<file path="config.mk">
export PLATFORM = sky130hd
export DESIGN_NAME = prog_loader
export DESIGN_NICKNAME = d
export VERILOG_FILES = /design/src/rtl/prog_loader.sv
export SDC_FILE = /design/constraint.sdc
export NUM_CORES = 1
export LEC_CHECK = 0
export ABC_AREA = 1
export CAP_MARGIN = 15
export CORE_MARGIN = 2
export CORE_UTILIZATION = 51
export DETAILED_ROUTE_END_ITERATION = 10
export GPL_ROUTABILITY_DRIVEN = 0
export PLACE_DENSITY = 0.77
export SLEW_MARGIN = 20
export SYNTH_ARGS = -nofsm -noshare
export SYNTH_HDL_FRONTEND = slang
export SYNTH_SLANG_ARGS = --single-unit
</file>
<file path="constraint.sdc">
create_clock -name clock -period 1.7 [get_ports clock]
set_input_delay 0.34 -clock clock [delete_from_list [all_inputs] [get_ports clock]]
set_output_delay 0.34 -clock clock [all_outputs]
set_load 0.02 [all_outputs]
</file>
<file path="src/rtl/prog_loader.sv">
// prog_loader: byte-stream program loader writing words into instruction memory.
// Receives a 16-bit word count (low byte first) and count*BPW payload bytes over
// a valid/ready byte channel, assembles little-endian words and issues one-cycle
// write strobes to imem while holding the CPU stalled.
// Optional feature macro: LOADER_CSUM_EN (trailing XOR checksum byte, CHK state).
// Ports:
//   clock, reset              clock (rising edge), async active-low reset
//   load                      start request, sampled only in IDLE
//   in_data/in_valid/in_ready byte channel, transfer = in_valid && in_ready
//   mem_we/mem_addr/mem_wdata imem write port, mem_we qualifies addr/data
//   cpu_hold                  CPU stall request for the duration of a load
//   done                      one-cycle end-of-load pulse
//   err                       sticky error, cleared when the next load starts
module prog_loader #(
  parameter int unsigned nInstr = 7,
  parameter int unsigned ilen   = 32
) (
  input  logic              clock,
  input  logic              reset,
  input  logic              load,
  input  logic [7:0]        in_data,
  input  logic              in_valid,
  output logic              in_ready,
  output logic              mem_we,
  output logic [nInstr-1:0] mem_addr,
  output logic [ilen-1:0]   mem_wdata,
  output logic              cpu_hold,
  output logic              done,
  output logic              err
);

  localparam int unsigned BPW   = ilen / 8;
  localparam int unsigned BCW   = (BPW > 1) ? $clog2(BPW) : 1;
  localparam int unsigned IW    = nInstr + 1;
  localparam int unsigned DEPTH = 2 ** nInstr;

`ifdef LOADER_CSUM_EN
  typedef enum logic [2:0] {IDLE, CNT_LO, CNT_HI, DATA, WRITE, CHK, DONE} state_e;
  localparam state_e FIN = CHK;
`else
  typedef enum logic [2:0] {IDLE, CNT_LO, CNT_HI, DATA, WRITE, DONE} state_e;
  localparam state_e FIN = DONE;
`endif

  state_e              state_q, state_d;
  logic [IW-1:0]       idx_q, idx_d;
  logic [15:0]         cnt_q, cnt_d;
  logic [ilen-1:0]     word_q, word_d;
  logic [BCW-1:0]      byte_q, byte_d;
  logic                in_ready_q, in_ready_d;
  logic                mem_we_q, mem_we_d;
  logic [nInstr-1:0]   mem_addr_q, mem_addr_d;
  logic [ilen-1:0]     mem_wdata_q, mem_wdata_d;
  logic                cpu_hold_q, cpu_hold_d;
  logic                done_q, done_d;
  logic                err_q, err_d;
`ifdef LOADER_CSUM_EN
  logic [7:0]          csum_q, csum_d;
`endif

  logic xfer;
  assign xfer = in_valid && in_ready_q;

  // State and output registers.
  always_ff @(posedge clock or negedge reset) begin
    if (!reset) begin
      state_q     <= IDLE;
      idx_q       <= '0;
      cnt_q       <= '0;
      word_q      <= '0;
      byte_q      <= '0;
      in_ready_q  <= 1'b0;
      mem_we_q    <= 1'b0;
      mem_addr_q  <= '0;
      mem_wdata_q <= '0;
      cpu_hold_q  <= 1'b0;
      done_q      <= 1'b0;
      err_q       <= 1'b0;
`ifdef LOADER_CSUM_EN
      csum_q      <= '0;
`endif
    end else begin
      state_q     <= state_d;
      idx_q       <= idx_d;
      cnt_q       <= cnt_d;
      word_q      <= word_d;
      byte_q      <= byte_d;
      in_ready_q  <= in_ready_d;
      mem_we_q    <= mem_we_d;
      mem_addr_q  <= mem_addr_d;
      mem_wdata_q <= mem_wdata_d;
      cpu_hold_q  <= cpu_hold_d;
      done_q      <= done_d;
      err_q       <= err_d;
`ifdef LOADER_CSUM_EN
      csum_q      <= csum_d;
`endif
    end
  end

  // Next-state logic; outputs are derived from the next state so they register
  // in the same cycle the FSM enters the corresponding state.
  always_comb begin
    state_d     = state_q;
    idx_d       = idx_q;
    cnt_d       = cnt_q;
    word_d      = word_q;
    byte_d      = byte_q;
    err_d       = err_q;
    mem_we_d    = 1'b0;
    mem_addr_d  = mem_addr_q;
    mem_wdata_d = mem_wdata_q;
`ifdef LOADER_CSUM_EN
    csum_d      = csum_q;
`endif
    case (state_q)
      IDLE: begin
        if (load) begin
          state_d = CNT_LO;
          err_d   = 1'b0;
          idx_d   = '0;
          byte_d  = '0;
`ifdef LOADER_CSUM_EN
          csum_d  = '0;
`endif
        end
      end
      CNT_LO: begin
        if (xfer) begin
          cnt_d   = {cnt_q[15:8], in_data};
          state_d = CNT_HI;
        end
      end
      CNT_HI: begin
        if (xfer) begin
          cnt_d = {in_data, cnt_q[7:0]};
          if (cnt_d == 16'd0) begin
            state_d = FIN;
          end else if (32'(cnt_d) > 32'(DEPTH)) begin
            // Oversized program: reject without consuming payload or checksum.
            err_d   = 1'b1;
            state_d = DONE;
          end else begin
            state_d = DATA;
          end
        end
      end
      DATA: begin
        if (xfer) begin
          word_d[{byte_q, 3'b000} +: 8] = in_data;
`ifdef LOADER_CSUM_EN
          csum_d = csum_q ^ in_data;
`endif
          if (byte_q == BCW'(BPW - 1)) begin
            byte_d      = '0;
            state_d     = WRITE;
            mem_we_d    = 1'b1;
            mem_addr_d  = idx_q[nInstr-1:0];
            mem_wdata_d = word_d;
          end else begin
            byte_d = byte_q + BCW'(1);
          end
        end
      end
      WRITE: begin
        idx_d   = idx_q + IW'(1);
        state_d = (16'(idx_d) == cnt_q) ? FIN : DATA;
      end
`ifdef LOADER_CSUM_EN
      CHK: begin
        if (xfer) begin
          if (in_data != csum_q) err_d = 1'b1;
          state_d = DONE;
        end
      end
`endif
      DONE: begin
        state_d = IDLE;
      end
      default: begin
        state_d = IDLE;
      end
    endcase

    in_ready_d = (state_d == CNT_LO) || (state_d == CNT_HI) || (state_d == DATA)
`ifdef LOADER_CSUM_EN
                 || (state_d == CHK)
`endif
                 ;
    cpu_hold_d = (state_d != IDLE);
    done_d     = (state_d == DONE);
  end

  assign in_ready  = in_ready_q;
  assign mem_we    = mem_we_q;
  assign mem_addr  = mem_addr_q;
  assign mem_wdata = mem_wdata_q;
  assign cpu_hold  = cpu_hold_q;
  assign done      = done_q;
  assign err       = err_q;

endmodule

</file>
Word level (Yosys, flattened, before mapping)
Cells that the tools add are included.
{ "totals": {"wordCells": 79, "input_bits": 12, "reg_bits": 105, "out_inout_bits": 44} }
{ "op_classes": {"mux": 27, "n_shift": 2, "add_sub_neg": 3, "magnitude_cmp": 1, "bitwise": 2, "n_eq_ne": 15, "n_reduce_logical": 16} }
{ "op_table": {"columns": ["operator", "n"], "rows": [
  ["32-bit bitwise mux", 1],
  ["16-bit one-hot mux with 2 select lines", 1],
  ["8-bit by 7-bit variable shift with 32-bit output (first input constant)", 1],
  ["8-bit by 7-bit indexed part select with 32-bit output", 1],
  ["3-bit 2-to-1 mux", 8],
  ["8-bit by 16-bit == test with 1-bit output", 1],
  ["16-bit by 8-bit > comparator with 1-bit output (second input constant)", 1],
  ["16-bit logical NOT", 1],
  ["16-bit 2-to-1 mux", 1],
  ["8-bit 2-to-1 mux", 2],
  ["8-bit one-hot mux with 2 select lines", 1],
  ["3-bit one-hot mux with 5 select lines", 1],
  ["3-bit by 2-bit == test with 1-bit output (second input constant)", 4],
  ["3-bit AND reduction", 4],
  ["2-bit != test (second input constant)", 5],
  ["8-bit by 1-bit adder with 8-bit output (second input constant)", 1],
  ["1-bit 2-to-1 mux", 7],
  ["5-bit negation with 7-bit output", 1],
  ["3-bit by 1-bit == test with 1-bit output (second input constant)", 2],
  ["3-bit == test (second input constant)", 2],
  ["2-bit 2-to-1 mux", 3],
  ["2-bit nonzero test", 3],
  ["5-bit AND reduction", 1],
  ["2-bit one-hot mux with 2 select lines", 1],
  ["other kinds (9)", 12]
]} }

Depth between registers and ports, before layout
{ "logic_depth": {"depth_word": 8, "mapped_depth": 14, "mapped_depth_nobuf": 14} }

Least setup slack after synthesis
Ideal clock, no wire load.
{ "synth_timing": {"kind": "reg-to-reg", "from": "register byte_q[0]", "to": "register word_q[22]", "synth_period_minus_slack_ns": 1.893, "stages_incl_launch_ff": 9, "slack_ns": -0.193, "n_path_buf": 3, "required_time_ns": 1.617, "arrival_ns": 1.810, "setup_time_ns": 0.083, "path_cell_list": "dfrtp_1 > clkbuf_1 > inv_1 > ha_1 > clkbuf_1 > buf_1 > o32ai_1 > nand2_1 > o21ai_0"} }
{ "synth_via": {"elab_chain_len": 3, "word_cells_on_any_way": 4, "classes_between": "add/sub: 1; shift: 2; mux: 1"} }
{ "synth_lines": {"columns": ["item", "line_no", "text"], "rows": [
  ["start, declared", "49", "logic [BCW-1:0] byte_q, byte_d;"],
  ["start signal, assigned", "87", "byte_q <= byte_d;"],
  ["5-bit negation with 7-bit output (*)", "150", "word_d[{byte_q, 3'b000} +: 8] = in_data;"],
  ["8-bit by 7-bit indexed part select with 32-bit output / 8-bit by 7-bit variable shift with 32-bit output (equally long branches)", "150", null],
  ["32-bit bitwise mux (*)", "150", null],
  ["end signal, assigned", "86", "word_q <= word_d;"],
  ["end, declared", "48", "logic [ilen-1:0] word_q, word_d;"]
]} }
Every way passes the cells marked *; elsewhere a longest branch is shown, timed or not.
A chain may end at the register's enable or synchronous reset.

Final worst setup path
{ "layout_timing": {"from": "register idx_q[0]", "to": "register cpu_hold_q, in the netlist cpu_hold"} }
{ "layout_via": {"elab_chain_len": 5} }
{ "layout_lines": {"columns": ["item", "line_no", "text"], "rows": [
  ["start, declared", "46", "logic [IW-1:0] idx_q, idx_d;"],
  ["start signal, assigned", "84", "idx_q <= idx_d;"],
  ["8-bit by 1-bit adder with 8-bit output", "166", "idx_d = idx_q + IW'(1);"],
  ["8-bit by 16-bit == test with 1-bit output", "167", "state_d = (16'(idx_d) == cnt_q) ? FIN : DATA;"],
  ["3-bit 2-to-1 mux", "167", null],
  ["3-bit one-hot mux with 5 select lines", "116", "case (state_q)"],
  ["3-bit nonzero test", "190", "cpu_hold_d = (state_d != IDLE);"],
  ["via cpu_hold_d", "54", "logic cpu_hold_q, cpu_hold_d;"],
  ["end signal, assigned", "92", "cpu_hold_q <= cpu_hold_d;"],
  ["end, declared", "54", null]
]} }
The timed path passes the listed nets, and every way through them passes these cells.

==> key figures <==
Critical path
  • R2r endpoint: cpu_hold$_DFF_PN0_
  • CP Max Fanout: 3
  • CP endpoint kind: flop
  • WP data required: 1.96 ns
  • Reg-to-reg slack, setup: -0.14 ns
  • Reg2Reg Depth: 11
  • Worst EP arrival: 2.09 ns
  • Critical Path End: cpu_hold$_DFF_PN0_
  • Worst Setup SP: idx_q[0]$_DFFE_PN0P_
  • CP Launch Type: flop
  • R2r startpoint: idx_q[0]$_DFFE_PN0P_
  • Critical path class: reg -> reg

Synth
  • Syn nets: 641
  • Synth top area share: 0.522
  • Area leader, netlist: dfrtp_1
  • Syn Area/Cell: 8.10 um2
  • Area contributors post-synth: dfrtp_1 52%, nand2_1 15%, inv_1 6.4%
  • Mapped Cells: 622
  • Yosys reg bits: 105
  • Mapped Area: 5040 um2
  • Yosys warnings: 0
  • Unique masters post-synth: 31
  • Seq/Total Area, Yosys: 0.522

GRT
  • Grt ovf: 0
  • Antenna violations before repair: 0
  • Vias in the first global route: 4191
  • First-pass GRT wire length: 19600 um
  • Pin count of the biggest net entering global routing: 47
  • Total global-route track usage: 0.236

CTS
  • H-tree depth: 3
  • Maximum clock path buffer count: 2
  • Root Buffer: clkbuf_8
  • CTS Buf Count: 9
  • Sink Count: 105
  • Clk_lat worst skew: 0.38 ns
  • Clock slew at reported path FFs: 0.10 ns
  • TritonCTS clock tree: done

Route
  • Final ANT Viol Nets: 0
  • Detailed Route Iter0 Violations: 361
  • Post-DR wirelength/cell: 14.4 um
  • Uppermost layer routed: met4
  • DRT Wirelength: 12200 um
  • Pre-antenna DRT Iters: 5
  • WL met2: 5880 um
  • Metal1 wirelength: 5370 um
  • Routed wl met3: 769 um
  • DRC: 0
  • Routed vias/inst: 5.29
  • Vias: 4510

Place
  • Placement-stage cell area: 6080 um2
  • DP Cell Count: 834
  • Buffers on Ports: 55
  • HPWL after detailed placement: 8600 um

STA
  • Hold WS: 0.373 ns
  • Max Freq: 545 MHz
  • RSZ-0062 raised after global routing: yes
  • Tightest Pin Transition: 0.335 ns
  • Slew margin rel.: 0.774
  • Fin crit period: 1.84 ns
  • Final hold violations: 0
  • Final clock period utilization by the worst path: 1.08
  • Post-route setup slack: -0.136 ns
  • Final setup viols: 5
  • Slew Viols, Final: 0
  • Max Clock Skew: 0.0165 ns

Layout
  • Most common cell after layout, fill and taps aside: nand2_1
  • Design Area, Final: 6540 um2
  • Antenna diodes: 0
  • Most frequent cells in the layout: 201 x nand2_1, 105 x dfrtp_1, 83 x inv_1, 62 x o21ai_0, 41 x buf_4
  • Finished Layout Cells: 853
  • P&R area growth vs syn: 29.9%
  • Ratio of cells with drive above 1 in the final layout: 0.156
  • Nets: 735

Floorplan
  • Io pins: 56
  • DIE AREA: 10700 um2
  • Die Y: 103 um
  • Initial Utilization: 0.520
  • Core Area: 9680 um2
  • Die width: 103 um
  • Row cnt: 36

Pwr
  • Max IR drop VDD: 0.000759 V
  • Total power: 8.80 mW
  • Leak: 3.62 nW
  • Power per cell area: 1350 nW/um2

Flow run
  • Max Cap Viol: 0

Worst hold path
  • Hold Crit Class: in -> async

Outcome
  • Failing checks: setup timing
  • Status: finished with violations
## layer usage
layer | global-route usage | vias to the layer above
li1 | - | 2175
met1 | 0.328 | 2147
met2 | 0.382 | 165
met3 | 0.0296 | 23
met4 | 0.0850 | 0
met5 | 0 | -
## worst max-delay path: stages (launching register included)
cell and delay, ns:
dfrtp_1 0.42, ha_4 0.29, xnor2_2 0.10, nand2_1 0.07
nor2_1 0.11, nand3_1 0.14, nor2_2 0.18, nand3_1 0.10
nand2_1 0.08, nand2_1 0.07, nand2_2 0.08, nand3_1 0.06
## how the worst min path moves through the flow
stage | endpoint | slack, ns | cells after the start
4_1_cts | mem_wdata[19]$_DFFE_PN0P_ | 0.37 | 2
3_3_place_gp | err$_DFFE_PN0P_ | 0.24 | 1
2_1_floorplan | byte_q[0]$_DFFE_PN0P_ | 0.04 | 0
5_1_grt | mem_wdata[19]$_DFFE_PN0P_ | 0.40 | 2
6_report | mem_wdata[19]$_DFFE_PN0P_ | 0.37 | 2
3_5_place_dp | word_q[22]$_DFFE_PN0P_ | 0.24 | 1
## where the power goes
| part | total [mW] | leakage (nW) | switching [mW] | internal [mW] |
|---|---|---|---|---|
| clock | 1.59 | 0.101 | 0.893 | 0.694 |
| combinational | 3.70 | 2.14 | 2.24 | 1.47 |
| sequential | 3.51 | 1.38 | 0.319 | 3.19 |
## state kept, by name, indices dropped and copies added (netlist names)
register / count
mem_wdata: 32
word_q: 32
cnt_q: 16
idx_q: 8
mem_addr: 7
state_q: 3
byte_q: 2
cpu_hold: 1
done: 1
err: 1
in_ready: 1
mem_we: 1
## final cells by class
| class | count | area [um2] |
|---|---|---|
| Clock buffer | 9 | 124 |
| Fill cell | 765 | 3140 |
| Timing Repair Buffer | 105 | 1080 |
| Inverter | 91 | 344 |
| Tap cell | 133 | 166 |
| Multi-Input combinational cell | 404 | 2120 |
| Sequential cell | 105 | 2630 |
| Clock inverter | 6 | 73.8 |
## synthesized netlist by cell type, drive strengths merged
cell    number
dfrtp      105
a21oi        5
nand2      208
o32ai        8
xnor2        1
o21a         2
o22ai       20
inv         90
nor2        28
clkbuf      10
nand3       38
buf         12
nand4       12
o21ai       71
o31ai        1
nor3         3
ha           7
clkinv       1
## cell families (layout without fill, tap and decap cells)
kind of cell	Yosys count	in the layout	synth area share
and+or+nand+nor	289	289	0.250
xor gates and xnor gates	1	1	0.00174
DFF	105	105	0.522
AOI/OAI and AO/OA	107	107	0.122
adders and majority gates	7	7	0.0174
buffers and inverters	113	211	0.0879
## timing repair
action,4_1_cts,5_1_grt
hold buffers,1,0
resized for setup,19,54
endpoints found under the hold margin,17,0
gates cloned,0,1
pin swaps,1,3
endpoints found under the setup margin,17,89
setup buffers,0,2
## metrics by stage
| stage | worst slack, ns | util | setup TNS [ns] |
|---|---|---|---|
| 4_1_cts | -0.0469 | 0.649 | -0.0876 |
| 3_3_place_gp | -0.126 | 0.628 | -0.796 |
| 6_report | -0.136 | 0.675 | -0.399 |
| 3_5_place_dp | -0.196 | 0.628 | -1.37 |
| 5_1_grt | -0.279 | 0.675 | -1.22 |
| 2_1_floorplan | -0.0528 | - | -1.34 |
Note: power is estimated with default switching activity, not from simulation.
